**src/rtl/ps2_host_tx.sv**
```systemverilog
// ps2_host_tx - PS/2 host-to-device command transmitter (clk28 domain).
//
// Sends one byte (e.g. 0xED LED set, 0xFF reset, 0xF3 typematic) to the
// device on the shared open-drain ps2_clk/ps2_dat pair. While it owns the bus
// it raises rx_inhibit so the companion receiver drops whatever it sees.
//
// Ports:
//   clk28, rst            system clock, synchronous active-high reset
//   tx_data, tx_valid     byte to send and send request
//   tx_ready              idle, a byte is accepted on tx_valid & tx_ready
//   busy, rx_inhibit      high while a transaction is in progress
//   done                  1-cycle pulse: device ACKed and the bus is idle again
//   error                 1-cycle pulse: NACK or timeout
//   ps2_clk_in/ps2_dat_in raw asynchronous line levels
//   ps2_clk_oe/ps2_dat_oe 1 pulls the line low, 0 releases it
//
// Build option: define PS2_HOST_TX_RETRY_EN to retry a failed transfer up to
// two more times with the same latched byte before error is pulsed.

module ps2_host_tx #(
  parameter int unsigned CLK_FREQ          = 28_000_000,
  parameter int unsigned INHIBIT_US        = 120,
  parameter int unsigned START_TIMEOUT_US  = 15000,
  parameter int unsigned PACKET_TIMEOUT_US = 2000,
  parameter int unsigned FILTER_LEN        = 8
) (
  input  logic       clk28,
  input  logic       rst,
  input  logic [7:0] tx_data,
  input  logic       tx_valid,
  output logic       tx_ready,
  output logic       busy,
  output logic       done,
  output logic       error,
  output logic       rx_inhibit,
  input  logic       ps2_clk_in,
  input  logic       ps2_dat_in,
  output logic       ps2_clk_oe,
  output logic       ps2_dat_oe
);

  localparam int unsigned CYC_PER_US  = CLK_FREQ / 1_000_000;
  localparam int unsigned INHIBIT_CYC = CYC_PER_US * INHIBIT_US;
  localparam int unsigned START_CYC   = CYC_PER_US * START_TIMEOUT_US;
  localparam int unsigned PACKET_CYC  = CYC_PER_US * PACKET_TIMEOUT_US;
  localparam int unsigned MAX_A       = (INHIBIT_CYC > START_CYC) ? INHIBIT_CYC : START_CYC;
  localparam int unsigned MAX_CYC     = (MAX_A > PACKET_CYC) ? MAX_A : PACKET_CYC;
  localparam int unsigned TMR_W       = $clog2(MAX_CYC + 1);
  localparam int unsigned FLT_W       = (FILTER_LEN > 1) ? $clog2(FILTER_LEN) : 1;

  // The clock is held low for INHIBIT_CYC cycles in total: INHIBIT_CYC-1
  // cycles in INHIBIT plus the single RTS cycle.
  localparam logic [TMR_W-1:0] INHIBIT_LOAD = TMR_W'(INHIBIT_CYC - 2);
  localparam logic [TMR_W-1:0] START_LOAD   = TMR_W'(START_CYC - 1);
  localparam logic [TMR_W-1:0] PACKET_LOAD  = TMR_W'(PACKET_CYC - 1);

  typedef enum logic [2:0] {
    IDLE,
    INHIBIT,
    RTS,
    SEND,
    ACK,
    WAIT_IDLE,
    FAIL
  } state_t;

  state_t           state, state_d;
  logic [TMR_W-1:0] timer, timer_d;
  logic [9:0]       frame, frame_d;
  logic [9:0]       shift, shift_d;
  logic [3:0]       bitcnt, bitcnt_d;
  logic             dat_q, dat_d;
  logic             done_d, err_d;
  logic             clk_oe_d, dat_oe_d;
  logic             tmo, fall, last_try;

  // Index 0 = clock line, index 1 = data line.
  logic [1:0]       sync_a, sync_b, filt;
  logic [FLT_W-1:0] fcnt [2];
  logic             clk_prev;

`ifdef PS2_HOST_TX_RETRY_EN
  logic [1:0] attempt, attempt_d;
`endif

  // Input conditioning: 2-FF synchronizer, then a filter that only follows
  // the line after FILTER_LEN consecutive samples that disagree with it.
  always_ff @(posedge clk28) begin
    if (rst) begin
      sync_a   <= '1;
      sync_b   <= '1;
      filt     <= '1;
      fcnt     <= '{default: '0};
      clk_prev <= 1'b1;
    end else begin
      sync_a   <= {ps2_dat_in, ps2_clk_in};
      sync_b   <= sync_a;
      clk_prev <= filt[0];
      for (int unsigned i = 0; i < 2; i++) begin
        if (sync_b[i] == filt[i]) begin
          fcnt[i] <= '0;
        end else if (fcnt[i] == FLT_W'(FILTER_LEN - 1)) begin
          filt[i] <= sync_b[i];
          fcnt[i] <= '0;
        end else begin
          fcnt[i] <= fcnt[i] + 1'b1;
        end
      end
    end
  end

  assign fall = clk_prev & ~filt[0];
  assign tmo  = (timer == '0);

`ifdef PS2_HOST_TX_RETRY_EN
  assign last_try = (attempt == 2'd2);
`else
  assign last_try = 1'b1;
`endif

  assign tx_ready   = (state == IDLE);
  assign busy       = (state != IDLE);
  assign rx_inhibit = (state != IDLE);

  always_comb begin
    state_d  = state;
    timer_d  = timer;
    frame_d  = frame;
    shift_d  = shift;
    bitcnt_d = bitcnt;
    dat_d    = dat_q;
    done_d   = 1'b0;
`ifdef PS2_HOST_TX_RETRY_EN
    attempt_d = attempt;
`endif

    case (state)
      IDLE: begin
        if (tx_valid) begin
          frame_d = {1'b1, ~^tx_data, tx_data};
          timer_d = INHIBIT_LOAD;
          state_d = INHIBIT;
`ifdef PS2_HOST_TX_RETRY_EN
          attempt_d = '0;
`endif
        end
      end
      INHIBIT: begin
        if (tmo) state_d = RTS;
        else     timer_d = timer - TMR_W'(1);
      end
      RTS: begin
        state_d  = SEND;
        timer_d  = START_LOAD;
        shift_d  = frame;
        bitcnt_d = '0;
        dat_d    = 1'b1;  // start bit
      end
      SEND: begin
        // A timeout on the same cycle as a falling edge takes priority.
        if (tmo) begin
          state_d = FAIL;
        end else begin
          timer_d = timer - TMR_W'(1);
          if (fall) begin
            dat_d   = ~shift[0];
            shift_d = shift >> 1;
            if (bitcnt == 4'd0) timer_d = PACKET_LOAD;
            if (bitcnt == 4'd9) state_d  = ACK;
            else                bitcnt_d = bitcnt + 4'd1;
          end
        end
      end
      ACK: begin
        if (tmo) begin
          state_d = FAIL;
        end else begin
          timer_d = timer - TMR_W'(1);
          if (fall) state_d = filt[1] ? FAIL : WAIT_IDLE;
        end
      end
      WAIT_IDLE: begin
        if (tmo) begin
          state_d = FAIL;
        end else begin
          timer_d = timer - TMR_W'(1);
          if (&filt) begin
            state_d = IDLE;
            done_d  = 1'b1;
          end
        end
      end
      FAIL: begin
`ifdef PS2_HOST_TX_RETRY_EN
        if (!last_try) begin
          attempt_d = attempt + 2'd1;
          timer_d   = INHIBIT_LOAD;
          state_d   = INHIBIT;
        end else begin
          state_d = IDLE;
        end
`else
        state_d = IDLE;
`endif
      end
      default: state_d = IDLE;
    endcase

    if (state_d != SEND) dat_d = 1'b0;

    // Line drives and pulses are registered from the next-state values so
    // the open-drain enables come straight from flops.
    clk_oe_d = (state_d == INHIBIT) || (state_d == RTS);
    dat_oe_d = ((state_d == INHIBIT) && (timer_d == '0)) ||
               (state_d == RTS) || ((state_d == SEND) && dat_d);
    err_d    = (state_d == FAIL) && last_try;
  end

  always_ff @(posedge clk28) begin
    if (rst) begin
      state      <= IDLE;
      timer      <= '0;
      frame      <= '0;
      shift      <= '0;
      bitcnt     <= '0;
      dat_q      <= 1'b0;
      done       <= 1'b0;
      error      <= 1'b0;
      ps2_clk_oe <= 1'b0;
      ps2_dat_oe <= 1'b0;
`ifdef PS2_HOST_TX_RETRY_EN
      attempt    <= '0;
`endif
    end else begin
      state      <= state_d;
      timer      <= timer_d;
      frame      <= frame_d;
      shift      <= shift_d;
      bitcnt     <= bitcnt_d;
      dat_q      <= dat_d;
      done       <= done_d;
      error      <= err_d;
      ps2_clk_oe <= clk_oe_d;
      ps2_dat_oe <= dat_oe_d;
`ifdef PS2_HOST_TX_RETRY_EN
      attempt    <= attempt_d;
`endif
    end
  end

endmodule

```
**config.mk**
```make
export PLATFORM = sky130hd
export DESIGN_NAME = ps2_host_tx
export DESIGN_NICKNAME = d
export VERILOG_FILES = /design/src/rtl/ps2_host_tx.sv
export SDC_FILE = /design/constraint.sdc
export NUM_CORES = 1
export LEC_CHECK = 0
export CAP_MARGIN = 10
export CORE_ASPECT_RATIO = 0.7
export CORE_MARGIN = 4
export CORE_UTILIZATION = 35
export CTS_CLUSTER_DIAMETER = 150
export CTS_CLUSTER_SIZE = 25
export DETAILED_ROUTE_END_ITERATION = 10
export GPL_TIMING_DRIVEN = 0
export PLACE_DENSITY = 0.59
export SLEW_MARGIN = 5
export SYNTH_ARGS = -nofsm -noshare
export SYNTH_HDL_FRONTEND = slang
export SYNTH_SLANG_ARGS = --single-unit
export TNS_END_PERCENT = 20
```
**constraint.sdc**
```tcl
create_clock -name clk28 -period 2.5 [get_ports clk28]
set_input_delay 0.75 -clock clk28 [delete_from_list [all_inputs] [get_ports clk28]]
set_output_delay 0.75 -clock clk28 [all_outputs]
set_load 0.02 [all_outputs]
```
# Word-level counts from Yosys, hierarchy flattened
# Index checks and enable logic that the tools add are counted.
# word_totals
register_bits	64
input_bits	13
out_inout_bits	7
elab_cells	96
# op_classes
n_addsub	4
n_eq_ne	18
n_mux	29
bitwise	6
n_reduce_logical	22
# ops
cell	n
$mux 19	5
$pmux 19 s4	1
$logic_not 19->1	2
$mux 3	9
$mux 10	2
$pmux 10 s2	1
$sub 19x1->19 const B	1
$pmux 3 s6	1
$eq 3x3->1 const B	5
$eq 3x2->1 const B	4
$mux 4	3
$reduce_or 3->1	4
$pmux 4 s2	1
$reduce_and 2->1	4
$reduce_xnor 8->1	1
$add 3x1->3 const B	2
$eq 3x1->1 const B	2
$ne 2x2->1 const B	3
$not 1->1	5
$add 4x1->4 const B	1
$eq 4x4->1 const B	1
$logic_not 4->1	1
$mux 1	4
$reduce_and 4->1	1
11 further kinds	15

# Longest topological paths before layout
# logic_depth
word_depth	9
mapped_depth	12
depth_no_buf	10

# Worst setup path after synthesis
# Ideal clock, no wire load.
# synth_path
path_type	reg2reg
from	register timer[0]
to	register ps2_dat_oe
setup_time_ns	0.059
t_arrival_ns	2.337
required_ns	2.441
slack_ns	0.103
stages_incl_launch_ff	12
path_buffers	1
synth_period_minus_slack_ns	2.397
cell_sequence	dfxtp_1 > inv_1 > ha_1 > buf_2 > nor4b_1 > nand4_2 > o21ai_2 > nor3_1 > a2111oi_4 > nand4_1 > nor4_1 > a41o_1
# synth_via
elab_chain_cells	9
word_cells_on_any_way	25
cone_classes	add/sub (1); eq/ne (4); mux (14); reduce/logical (6)
# synth_lines
element	line_no	text
from (decl)	68	logic [TMR_W-1:0] timer, timer_d;
from (signal assigned)	236	timer <= timer_d;
$sub 19x1->19	-	
$mux 19	168	if (bitcnt == 4'd0) timer_d = PACKET_LOAD;
$mux 19	165	if (fall) begin
$mux 19	161	if (tmo) begin
$pmux 19 s4	137	case (state)
$logic_not 19->1	214	dat_oe_d = ((state_d == INHIBIT) && (timer_d == '0)) ||
$logic_and 1x1->1	214	
$logic_or 1x1->1	214	
$logic_or 1x1->1 (*)	215	(state_d == RTS) || ((state_d == SEND) && dat_d);
to (signal assigned)	244	ps2_dat_oe <= dat_oe_d;
to (decl)	39	output logic ps2_dat_oe
# Every way passes the cells marked *; elsewhere a longest branch is shown, timed or not.
# A chain may end at the register's enable or synchronous reset.

# Worst setup path in the final report
# Ends and elaborated chain as after synthesis.

==> metrics.md <==
| Metric | Value |
|---|---|
| Critical Setup Path Class | register to register |
| WHS | a little over 400 ps |
| Die height | ~90 um |
| Crit end category | register |
| CP Launch Type | register |
| Drt wl/cell | between 15 and 20 um |
| Synthesized area | around 3400 um^2 |
| 1st-iter DRT viols | 303 |
| Routed vias | between 3k and 4k |
| Hpwl dp | between 7000 and 8000 um |
| Largest net degree at the start of global routing | 13 |
| Top-area cell type share of the netlist area | 0.375 |
| Final setup vio count | 1 |
| DRC errors left | 0 |
| Yosys cell types | 59 |
| Synth Flop Type | dfxtp_1 |
| Period minus WS final | around 2600 ps |
| RSZ-0062 raised after global routing | true |
| Status | finished, violations left |
| Syn_area_per_cell | between 7 and 8 um^2 |
| Clock Latency Late Sink | approximately 330 ps |
| CP Data Arrival Time | around 2900 ps |
| First-pass GRT wire length | 18000 um |
| Worst EP required | 2770 ps |
| Vias in the first global route | around 3.3k |
| Core Region | 9290 um^2 |
| H-Tree Depth | 3 |
| Final ANT Viol Nets | 0 |
| Adder-Cell Fraction of Synth Area | 0.0293 |
| Post-Syn Instances | 440 |
| Max cap viols | 0 |
| Final worst slack | -137 ps |
| CTS tree | yes |
| Die ar. | around 11000 um^2 |
| Input/output buffers | 19 |
| P per Cell Area | around 760 nW/um^2 |
| Initial antenna violation count | 0 |
| CTS clock-pin slew for the worst setup and hold paths | 50 ps |
| Simple-gate share of the synthesized area | 0.318 |
| Global Route Usage Sum | 0.198 |
| Detailed-router iteration count before antenna repair | 5 |
| # nets final | 520 |
| Hold WC Path Type | register to register |
| Clock Tree Buf Depth | 2 |
| Antenna Cells | 0 |
| EDFF count, synth | 0 |
| Share of layout cells above drive strength 1 | 0.226 |
| FILL cells | about 900 |
| Num CTS Buffers | 9 |
| Seq/Total Area, Yosys | 0.375 |
| CTS root buf | clkbuf_16 |
| Clock skew | roughly 3.2 ps |
| Failing checks | setup timing |
| Slew @ Worst Pin | between 800 and 900 ps |
| #FFs+latches synth | 64 |
| Compound-gate portion of the synthesized area | 0.186 |
| Die Wd | around 130 um |
| Multiplexer share of the synthesized area | 0.0117 |
| Syn Nets | roughly 460 |
| Max FO, Critical Path | 5 |
| Hold Vio Cnt, Final | 0 |
| Final worst path period share | 1.05 |
| DR vias/cell | ~5.6 |
| Initial cell density of the core | 0.368 |
| Number of placement rows | 29 |
| Routed WL | 11200 um |
| Lkg Pwr | ~0.0017 uW |
| Synth area leaders | dfxtp_1 37%, nand2_1 7.2%, nor2_1 6.4% |
| Post-Synth XOR/XNOR Area | 0.0333 |
| Async S/R FF share, synth | 0 |
| Rel. slew slack | 0.464 |
| GP Congestion | 0.994 |
| Max Slew Vio Count | 0 |
| P&R area growth vs syn | 33.4% |
| Worst VDD drop | between 300 and 400 uV |
| Core Util, Final | 0.491 |
| FMAX | 0.379 GHz |
| Area leader, netlist | dfxtp_1 |
| Aggregate global routing overflow | 0 |
| Synthesis Warnings | 0 |
| I/O Pins | 20 |
| Clock Sinks | 64 |
| Largest family of logic cells by synthesized area | simple AND/OR/NAND/NOR gates |
[state kept, by name (all words and copies together) (netlist names)]
name and flops:
timer 19, frame 10, shift 10, fcnt 6, bitcnt 4, state 3
filt 2, sync_a 2, sync_b 2, clk_prev 1, dat_q 1, done 1
error 1, ps2_clk_oe 1, ps2_dat_oe 1
[cells in the mapped netlist (8+ instances only)]
cell and count:
ha_1 8, a311oi_1 10, nor4_1 9, a21oi_1 32, clkbuf_1 19, nor2_1 58
o21ai_0 15, a31oi_1 13, xnor2_1 10, nand4_1 10, dfxtp_1 64, inv_1 9
nand3_1 16, nor3_1 12, nand2_1 66
[layout make-up]
| cell class | instances | area [um^2] | area share |
|---|---|---|---|
| well taps | 124 | 155 | 0.0340 |
| clock inverters | 7 | 72.6 | 0.0159 |
| flip-flops and latches | 64 | 1290 | 0.283 |
| repair buffers | 50 | 423 | 0.0927 |
| plain buffers | 25 | 144 | 0.0316 |
| multi-input cells | 340 | 2220 | 0.486 |
| clock buffers | 9 | 225 | 0.0494 |
| inverters | 9 | 33.8 | 0.00741 |
[per-layer routing]
metal,up-vias,GRT usage,share of wire
met2,171,0.260,0.40
met4,0,0.0491,0.013
met5,-,0,0
met3,17,0.0757,0.11
li1,1686,-,-
met1,1664,0.297,0.48
[metrics by stage]
stage / power (uW) / instance area, um^2 / setup WS (ps) / TNS [ps] / cells
after floorplan: 1690 / 3420 / 103 / 0 / 440
after global placement: 1920 / 3760 / -1200 / -8580 / 583
after detailed placement: 1920 / 3760 / -1120 / -9020 / 583
after CTS: 3420 / 4500 / -87.9 / -87.9 / 624
after global routing: 3630 / 4560 / -310 / -812 / 628
final: 3490 / 4560 / -137 / -137 / 628
[cells in the final DEF, fill, tap and decap left out, types with 3 or more instances in the layout]
master | synthesis | routed
buf_4 | 4 | 33
or2_2 | 6 | 6
nor4_4 | 1 | 5
o21ai_0 | 15 | 14
clkbuf_16 | 0 | 9
xnor2_1 | 10 | 10
nor2_2 | 0 | 3
nor2_1 | 58 | 54
a21oi_1 | 32 | 30
buf_6 | 1 | 5
inv_1 | 9 | 7
nand3_2 | 0 | 3
dfxtp_1 | 64 | 58
o211ai_1 | 3 | 3
clkdlybuf4s50_1 | 0 | 15
and3_1 | 4 | 4
mux2i_1 | 4 | 4
and2_1 | 7 | 7
clkbuf_1 | 19 | 15
nand2b_1 | 4 | 4
nor4_1 | 9 | 6
nand3_1 | 16 | 13
nand2_1 | 66 | 66
xor2_1 | 3 | 3
nand4_1 | 10 | 10
ha_1 | 8 | 7
nor2b_1 | 4 | 3
nor3_1 | 12 | 11
dfxtp_2 | 0 | 6
a31oi_1 | 13 | 12
a311oi_1 | 10 | 10
clkbuf_2 | 0 | 3
[critical path, cell delays in order, from the launching register on]
cell       delay, ps
dfxtp_2          340
inv_2             70
ha_4             190
nor4b_4          300
nand4_4          230
o21ai_4          240
a211oi_2         110
a2111oi_4        330
nand4_1          220
nor4_4           350
a41o_1           210
[power breakdown]
part           internal, uW  switching (uW)  leakage (uW)
Clock                   771             481      0.000141
Sequential             1090            78.1      0.000524
Combinational           461             605       0.00105
[path summary, 6_finish.rpt]
path,startpoint,end,slack (ps),depth (start not counted)
worst min register to register,sync_a[1],sync_b[1],410,1
worst max-delay path,timer[0],ps2_dat_oe,-140,10
worst min-delay path,sync_a[1],sync_b[1],410,1
worst max register to register,timer[0],ps2_dat_oe,-140,10
[cells by family after synthesis]
family	Yosys count
adder cells (fa/ha/maj)	8
XOR/XNOR	13
buffers and inverters	36
multiplexers	4
AO/OA/AOI/OAI	96
AND/OR/NAND/NOR	219
flip-flops	64
[repair_timing]
item,CTS,global route
pin swaps,17,12
hold buffers,0,0
buffers inserted,27,4
resized for setup,62,18
setup endpoints to repair,26,18
(Power assumes the default switching activity.)
